### src/rtl/mips_pkg.sv
// Shared MIPS datapath definitions: load-type codes, write-back buffer states
// and the hard-wired zero register.
package mips_pkg;

  localparam logic [2:0] LD_W  = 3'd0;
  localparam logic [2:0] LD_H  = 3'd1;
  localparam logic [2:0] LD_HU = 3'd2;
  localparam logic [2:0] LD_B  = 3'd3;
  localparam logic [2:0] LD_BU = 3'd4;

  typedef enum logic [1:0] {
    WB_IDLE  = 2'd0,
    WB_PEND  = 2'd1,
    WB_FORCE = 2'd2
  } wb_state_e;

  localparam logic [4:0] REG_ZERO = 5'h0;

endpackage

### src/rtl/load_align.sv
// Little-endian load alignment with sign/zero extension; purely combinational.
// Also flags loads whose address is not naturally aligned for their size.
module load_align
  import mips_pkg::*;
#(
  parameter int DATA_W = 32
) (
  input  logic [DATA_W-1:0] memLoadData,
  input  logic [1:0]        memAddrLo,
  input  logic [2:0]        memLoadType,
  output logic [DATA_W-1:0] alignedData,
  output logic              misalign
);

  logic [7:0]  w_byte;
  logic [15:0] w_half;

  always_comb begin
    w_byte      = memLoadData[{memAddrLo, 3'b000} +: 8];
    w_half      = memLoadData[{memAddrLo[1], 4'b0000} +: 16];
    alignedData = memLoadData;
    misalign    = 1'b0;
    case (memLoadType)
      LD_H: begin
        alignedData = {{(DATA_W-16){w_half[15]}}, w_half};
        misalign    = memAddrLo[0];
      end
      LD_HU: begin
        alignedData = {{(DATA_W-16){1'b0}}, w_half};
        misalign    = memAddrLo[0];
      end
      LD_B:    alignedData = {{(DATA_W-8){w_byte[7]}}, w_byte};
      LD_BU:   alignedData = {{(DATA_W-8){1'b0}}, w_byte};
      // LW and every unused code behave as a full-word load
      default: misalign = (memAddrLo != 2'b00);
    endcase
  end

endmodule

### src/rtl/wb_stage.sv
// MIPS write-back stage: pipeline/mul-div arbitration onto the register-file port.
// Optional misaligned-load trap enabled by defining WB_MISALIGN_TRAP_EN.
module wb_stage
  import mips_pkg::*;
#(
  parameter int DATA_W     = 32,
  parameter int REG_AW     = 5,
  parameter int STARVE_MAX = 8
) (
  input  logic              clk,
  input  logic              rst_n,
  input  logic              memValid,
  output logic              memReady,
  input  logic              memRegWrite,
  input  logic              memMemToReg,
  input  logic [2:0]        memLoadType,
  input  logic [1:0]        memAddrLo,
  input  logic [DATA_W-1:0] memAluResult,
  input  logic [DATA_W-1:0] memLoadData,
  input  logic [REG_AW-1:0] memDestReg,
  input  logic              mdValid,
  output logic              mdReady,
  input  logic [REG_AW-1:0] mdDestReg,
  input  logic [DATA_W-1:0] mdData,
  output logic              writeEnb,
  output logic [REG_AW-1:0] writeReg,
  output logic [DATA_W-1:0] writeData
`ifdef WB_MISALIGN_TRAP_EN
  ,
  output logic              alignErr
`endif
);

  localparam int CNT_W = $clog2(STARVE_MAX + 1);
`ifdef WB_MISALIGN_TRAP_EN
  localparam bit TRAP_EN = 1'b1;
`else
  localparam bit TRAP_EN = 1'b0;
`endif

  wb_state_e           r_state, w_stateNxt;
  logic [CNT_W-1:0]    r_starveCnt, w_starveNxt;
  logic                r_mdReady;
  logic [REG_AW-1:0]   r_bufReg;
  logic [DATA_W-1:0]   r_bufData;
  logic                r_writeEnb;
  logic [REG_AW-1:0]   r_writeReg;
  logic [DATA_W-1:0]   r_writeData;

  logic [DATA_W-1:0]   w_aligned;
  logic [DATA_W-1:0]   w_pipeData;
  logic                w_misalign;
  logic                w_pw, w_misTrap, w_pwEff;
  logic                w_bufPend, w_bufDrain, w_mdCapture;

  load_align #(.DATA_W(DATA_W)) u_load_align (
    .memLoadData (memLoadData),
    .memAddrLo   (memAddrLo),
    .memLoadType (memLoadType),
    .alignedData (w_aligned),
    .misalign    (w_misalign)
  );

  assign memReady   = (r_state != WB_FORCE);
  assign mdReady    = r_mdReady;
  assign writeEnb   = r_writeEnb;
  assign writeReg   = r_writeReg;
  assign writeData  = r_writeData;

  // $zero writes are dropped here because the register file does not guard them
  assign w_pw        = memValid && memReady && memRegWrite &&
                       (memDestReg != REG_AW'(REG_ZERO));
  assign w_misTrap   = TRAP_EN && w_pw && memMemToReg && w_misalign;
  assign w_pwEff     = w_pw && !w_misTrap;
  assign w_pipeData  = memMemToReg ? w_aligned : memAluResult;
  assign w_bufPend   = (r_state != WB_IDLE);
  assign w_bufDrain  = w_bufPend && !w_pwEff;
  assign w_mdCapture = r_mdReady && mdValid && (mdDestReg != REG_AW'(REG_ZERO));

  always_comb begin
    w_stateNxt  = r_state;
    w_starveNxt = r_starveCnt;
    case (r_state)
      WB_IDLE: begin
        if (w_mdCapture) w_stateNxt = WB_PEND;
      end
      WB_PEND: begin
        if (w_pwEff) begin
          w_starveNxt = r_starveCnt + 1'b1;
          if (r_starveCnt == CNT_W'(STARVE_MAX - 1)) w_stateNxt = WB_FORCE;
        end else begin
          w_stateNxt  = WB_IDLE;
          w_starveNxt = '0;
        end
      end
      default: begin
        // FORCE: memReady is low, so the buffer is guaranteed to drain now
        w_stateNxt  = WB_IDLE;
        w_starveNxt = '0;
      end
    endcase
  end

  always_ff @(posedge clk or negedge rst_n) begin
    if (!rst_n) begin
      r_state     <= WB_IDLE;
      r_starveCnt <= '0;
      r_mdReady   <= 1'b1;
      r_writeEnb  <= 1'b0;
      r_writeReg  <= '0;
      r_writeData <= '0;
    end else begin
      r_state     <= w_stateNxt;
      r_starveCnt <= w_starveNxt;
      r_mdReady   <= (w_stateNxt == WB_IDLE);
      r_writeEnb  <= w_pwEff || w_bufDrain;
      if (w_pwEff) begin
        r_writeReg  <= memDestReg;
        r_writeData <= w_pipeData;
      end else if (w_bufDrain) begin
        r_writeReg  <= r_bufReg;
        r_writeData <= r_bufData;
      end
    end
  end

  // Buffer payload is only meaningful while the state says it is pending
  always_ff @(posedge clk) begin
    if (w_mdCapture) begin
      r_bufReg  <= mdDestReg;
      r_bufData <= mdData;
    end
  end

`ifdef WB_MISALIGN_TRAP_EN
  logic r_alignErr;
  always_ff @(posedge clk or negedge rst_n) begin
    if (!rst_n) r_alignErr <= 1'b0;
    else        r_alignErr <= w_misTrap;
  end
  assign alignErr = r_alignErr;
`endif

endmodule

### config.mk
export PLATFORM = sky130hd
export DESIGN_NAME = wb_stage
export DESIGN_NICKNAME = d
export VERILOG_FILES = /design/src/rtl/mips_pkg.sv /design/src/rtl/load_align.sv /design/src/rtl/wb_stage.sv
export SDC_FILE = /design/constraint.sdc
export NUM_CORES = 1
export LEC_CHECK = 0
export BUFFER_PORTS_ARGS = -buffer_cell sky130_fd_sc_hd__buf_2
export CAP_MARGIN = 20
export CORE_AREA = 10 10 136 138
export DETAILED_ROUTE_END_ITERATION = 12
export DIE_AREA = 0 0 146 148
export HOLD_SLACK_MARGIN = 0.08
export REMOVE_ABC_BUFFERS = 1
export SLEW_MARGIN = 40
export SYNTH_ARGS = -nofsm -noshare
export SYNTH_HDL_FRONTEND = slang
export SYNTH_SLANG_ARGS = --single-unit
### constraint.sdc
create_clock -name clk -period 3.2 [get_ports clk]
set_input_delay 0.8 -clock clk [delete_from_list [all_inputs] [get_ports clk]]
set_output_delay 0.8 -clock clk [all_outputs]
set_load 0.01 [all_outputs]
# --- Word level (Yosys, flattened, before mapping) ---
# Index checks and enable logic that the tools add are counted.
word_totals:
  reg_bits: 82
op_classes:
  n_addsub: 1
  eq_ne: 7
  shift: 2
  muxes: 12
  reduce_logical: 14
op_table:
  columns: ["cell", "count"]
  rows:
  - ["32-bit case mux with 4 select lines", 1]
  - ["32-bit two-way mux", 3]
  - ["32-bit by 6-bit indexed part select with 16-bit output", 1]
  - ["32-bit by 6-bit indexed part select with 8-bit output", 1]
  - ["5-bit two-way mux", 2]
  - ["5-bit nonzero test", 2]
  - ["4-bit case mux with 2 select lines", 1]
  - ["3-bit by 2-bit equality test with 1-bit output (second input constant)", 2]
  - ["1-bit logical AND", 6]
  - ["2-bit two-way mux", 3]
  - ["4-bit by 1-bit adder with 4-bit output (second input constant)", 1]
  - ["4-bit by 3-bit equality test with 1-bit output (second input constant)", 1]
  - ["2-bit logical NOT", 2]
  - ["4-bit two-way mux", 1]
  - ["2-bit case mux with 2 select lines", 1]
  - ["2-bit nonzero test", 2]
  - ["3-bit by 1-bit equality test with 1-bit output (second input constant)", 1]
  - ["3-bit equality test (second input constant)", 1]
  - ["2-bit by 1-bit equality test with 1-bit output (second input constant)", 1]
  - ["2-bit inequality test (second input constant)", 1]
  - ["1-bit logical NOT", 1]
  - ["1-bit logical OR", 1]

# --- Logic depth before layout (Yosys ltp) ---
logic_depth:
  word_depth: 8
  mapped_depth: 8

# --- Hierarchy ---
# From an unflattened synthesis, not the netlist that was laid out.
unflattened:
  hier_cells: 392
  area_unflattened_um2: 4495.6
by_module_without_submodules:
  columns: ["module", "instances", "cells_each", "area_each_um2"]
  rows:
  - ["wb_stage", 1, 274, 3570.9]
  - ["load_align", 1, 118, 924.6]

# --- Least setup slack after synthesis ---
# OpenSTA, ideal clock, no wires.
synth_timing:
  kind: "input to register"
  from: "in mdDestReg[1]"
  to: "reg r_bufData[0], enable pin"
  arrival_ns: 1.861
  path_slack_ns: 0.915
  stages: 2
  path_buffers: 0
  cell_sequence: "or3_1 > o311a_1"
synth_via:
  elab_chain_len: 2
synth_lines:
  columns: ["item", "line_no", "rtl"]
  rows:
  - ["start, declared", "wb_stage.sv:23", "input logic [REG_AW-1:0] mdDestReg,"]
  - ["5-bit nonzero test", "wb_stage.sv:78", "assign w_mdCapture = r_mdReady && mdValid && (mdDestReg != REG_AW'(REG_ZERO));"]
  - ["1-bit logical AND", "wb_stage.sv:78", null]
  - ["via w_mdCapture", "wb_stage.sv:54", "logic w_bufPend, w_bufDrain, w_mdCapture;"]
  - ["end signal, assigned", "wb_stage.sv:131", "r_bufData <= mdData;"]
  - ["end, declared", "wb_stage.sv:45", "logic [DATA_W-1:0] r_bufData;"]
# The timed path passes the listed nets, and every way through them passes these cells.
# A chain may end at the register's enable or synchronous reset.

# --- Worst setup path in the final report ---
layout_timing:
  from: "in memAddrLo[1]"
  to: "reg r_writeData[19] (netlist: writeData[19])"
layout_via:
  elab_chain_len: 4
  word_cells_on_any_way: 5
  classes_between: "shift (2); mux (3)"
layout_lines:
  columns: ["item", "line_no", "rtl"]
  rows:
  - ["start, declared", "wb_stage.sv:17", "input logic [1:0] memAddrLo,"]
  - ["32-bit by 6-bit indexed part select with 8-bit output or 32-bit by 6-bit indexed part select with 16-bit output (tied branches)", "load_align.sv:19, load_align.sv:20", null]
  - ["32-bit case mux with 4 select lines *", "load_align.sv:23", "case (memLoadType)"]
  - ["32-bit two-way mux *", "wb_stage.sv:75", "assign w_pipeData = memMemToReg ? w_aligned : memAluResult;"]
  - ["32-bit two-way mux *", "wb_stage.sv:117", "if (w_pwEff) begin"]
  - ["end signal, assigned", "wb_stage.sv:119", "r_writeData <= w_pipeData;"]
  - ["end signal, assigned", "wb_stage.sv:122", "r_writeData <= r_bufData;"]
  - ["end, declared", "wb_stage.sv:48", "logic [DATA_W-1:0] r_writeData;"]
# Every way passes the cells marked *; elsewhere a longest branch is shown, timed or not.

==> metrics.md <==
| Metric | Value |
|---|---|
| Ports | around 160 |
| Largest net degree at the start of global routing | 41 |
| Layout cells sized above 1 | 0.4083 |
| Vias post-DR | 3858 |
| Vias/cell | between 4 and 5 |
| Commonest non-fill, non-tap cell in the layout | buf_2 |
| Die area | 0.02161 mm2 |
| Max-slew violations | 0 |
| Critical path class | primary input to flop |
| Maximum vdd drop | between 0.2 and 0.25 mV |
| RSZ-0062 raised after global routing | no |
| Rows | 46 |
| Hold-fix buffers, CTS | 0 |
| Commonest cells after routing, fill and taps aside | buf_2, nand2_1, dfrtp_1 |
| Min Hold Slack | about 430 ps |
| Vias in the first global route | approximately 4200 |
| Reg2reg path depth | 5 |
| Worst min path class | primary input to asynchronous set/reset pin |
| FF+latch count, synth | slightly above 80 |
| CTS buffer count | 9 |
| Register area share after synthesis | 0.5138 |
| Post-synth EDFFs | 37 |
| Wire length per cell after detailed routing | approximately 20 um |
| Port-buffer cells | 156 |
| Worst Path Max Fanout | 17 |
| Clock slew at reported path FFs | approximately 60 ps |
| Global-route usage over all layers | 0.1427 |
| Core Region | 0.01571 mm2 |
| Initial DRC Count | about 240 |
| Synth Cell Area | between 0.004 and 0.005 mm2 |
| ANT nets after route | 0 |
| Final hold viol count | 0 |
| Layout Cells excl Fill | 775 |
| Actual slew at the worst max-slew pin | 693.8 ps |
| Crit end category | flop |
| Reg-to-Reg End | writeData[19]$_DFFE_PN0P_ |
| Power Dens Cells | ~600 mW/mm2 |
| HPWL after DPL | around 12000 um |
| Startpoint type of the worst setup path | primary input |
| Clock Sinks | just over 80 |
| Relative slew slack | 0.5364 |
| DRC | 0 |
| Final core occ | 0.3649 |
| Placed cell area | ~0.0054 mm2 |
| Final cycle utilization of the critical path | 0.7362 |
| Post-layout min period | roughly 2400 ps |
| Final setup viols | 0 |
| Post-cts resize count | 0 |
| Die width | around 150 um |
| R2R Setup Slk | 1220 ps |
| Synth-to-layout area growth | 31.59% |
| Final TNS setup | 0 ps |
| Clock Skew | roughly 9 ps |
| Initial DRT Pass Iterations | 5 |
| Initial Util | 0.2773 |
| Final Cell Area | ~0.0057 mm2 |
| RePlAce Congestion | between 0.8 and 0.9 |
| Buffer depth of the longest clock path | 2 |
| RR Startpoint | r_state[0]$_DFF_PN0_ |
| Yosys warning total | 0 |
| Total gr overflow | 0 |
| Req. time, crit path | approximately 3400 ps |
| Initial antenna violation count | 4 |
| Synth Instances | 401 |
| CTS tree | done |
| Async S/R FF share, synth | 0.5488 |
| Leakage power | 0.002466 uW |
| Clock tree root buffer cell | clkbuf_16 |
| Final Net Count | between 600 and 700 |
| Max Clk Rate | between 400 and 500 MHz |
| Outcome | finished clean |
| Synth cell types | 47 |
| CTS H-tree depth | 3 |
| Global-route wire length before repair | approximately 24000 um |
| Max Cap Viol | 0 |
| Final WL | between 15000 and 20000 um |
| Cells after DPL | roughly 760 |
| Later-pin clock latency in the skew report | 340 ps |
| Synth Flop Type | dfrtp_1 |
| Mean Syn Cell Area | ~11 um2 |
| Post-CTS Setup Inserts | 0 |
| Critical path arrival | about 2600 ps |
| Height of the die | between 100 and 150 um |
critical path, stage by stage:
cell and delay (ps):
buf_2 310, mux4_2 420, a21boi_4 350, nand3_4 310
a21oi_1 270, a311oi_1 80
synth_stat cells, types with 3 or more instances:
master / count / area (um2)
dfrtp_1: 44 / 1101
o221a_2: 7 / 78.83
nor3_1: 18 / 90.09
o22ai_1: 16 / 100.1
o31a_1: 7 / 61.31
nand2_1: 49 / 183.9
nor2b_1: 9 / 56.30
o21ai_0: 30 / 150.1
a311oi_1: 7 / 61.31
nand2b_1: 3 / 18.77
a21oi_1: 17 / 85.08
a311oi_2: 10 / 150.1
nor2_1: 14 / 52.55
a31oi_1: 5 / 31.28
a21oi_2: 10 / 87.58
buf_2: 10 / 50.05
edfxtp_1: 37 / 1111
or2_2: 8 / 50.05
a21boi_0: 15 / 112.6
mux2i_1: 32 / 320.3
clkbuf_1: 19 / 71.32
nand3_1: 4 / 20.02
kinds of logic (layout without fill, tap and decap cells):
kind of cell	Yosys count	in the layout	share of synthesized area
DFF	82	82	0.5138
AOI/OAI and AO/OA	134	134	0.2343
other	0	3	0
and+or+nand+nor	117	117	0.1312
muxes	33	33	0.07869
adders and majority gates	2	2	0.005169
xor gates and xnor gates	1	1	0.003734
buffers and inverters	32	187	0.03303
registers in the layout (all words and copies together), names as in the netlist:
name,flops
r_bufData,32
writeData,32
r_bufReg,5
writeReg,5
r_starveCnt,4
r_state,2
mdReady,1
writeEnb,1
cell type report:
type                    count  area, um2
diodes                      3      7.507
repair buffers            169      878.3
well taps                 216      270.3
clock inverters             3      65.06
multi-input cells         287       2016
inverters                   2      7.507
clock buffers              13      250.2
flip-flops and latches     82       2238
fillers                  1573       9980
metal layers:
layer,global-route usage,share of wire
met1,0.1742,0.44
met2,0.2342,0.48
met3,0.04762,0.071
met4,0.04254,0.012
met5,0,0.00083
through the flow:
stage          setup WS, ps  power, uW
4_1_cts               866.6       3422
3_3_place_gp          553.2       2254
3_5_place_dp          527.4       2294
6_report              844.1       3377
5_1_grt               766.8       3558
2_1_floorplan         341.4       1855
how the worst max path moves through the flow:
stage | from | slack (ps) | to
6_report | memAddrLo[1] | 840 | writeData[19]$_DFFE_PN0P_
5_1_grt | memAddrLo[1] | 770 | writeData[16]$_DFFE_PN0P_
4_1_cts | memDestReg[1] | 870 | writeData[16]$_DFFE_PN0P_
3_5_place_dp | memAddrLo[1] | 530 | writeData[19]$_DFFE_PN0P_
3_3_place_gp | memLoadType[1] | 550 | writeData[31]$_DFFE_PN0P_
2_1_floorplan | memDestReg[1] | 340 | writeData[21]$_DFFE_PN0P_
power by group:
group | switching, uW | internal [uW]
Clock | 413 | 705
Sequential | 92.3 | 1300
Combinational | 500 | 366
Total | 1010 | 2370
Power figures use the tool's default switching activity.
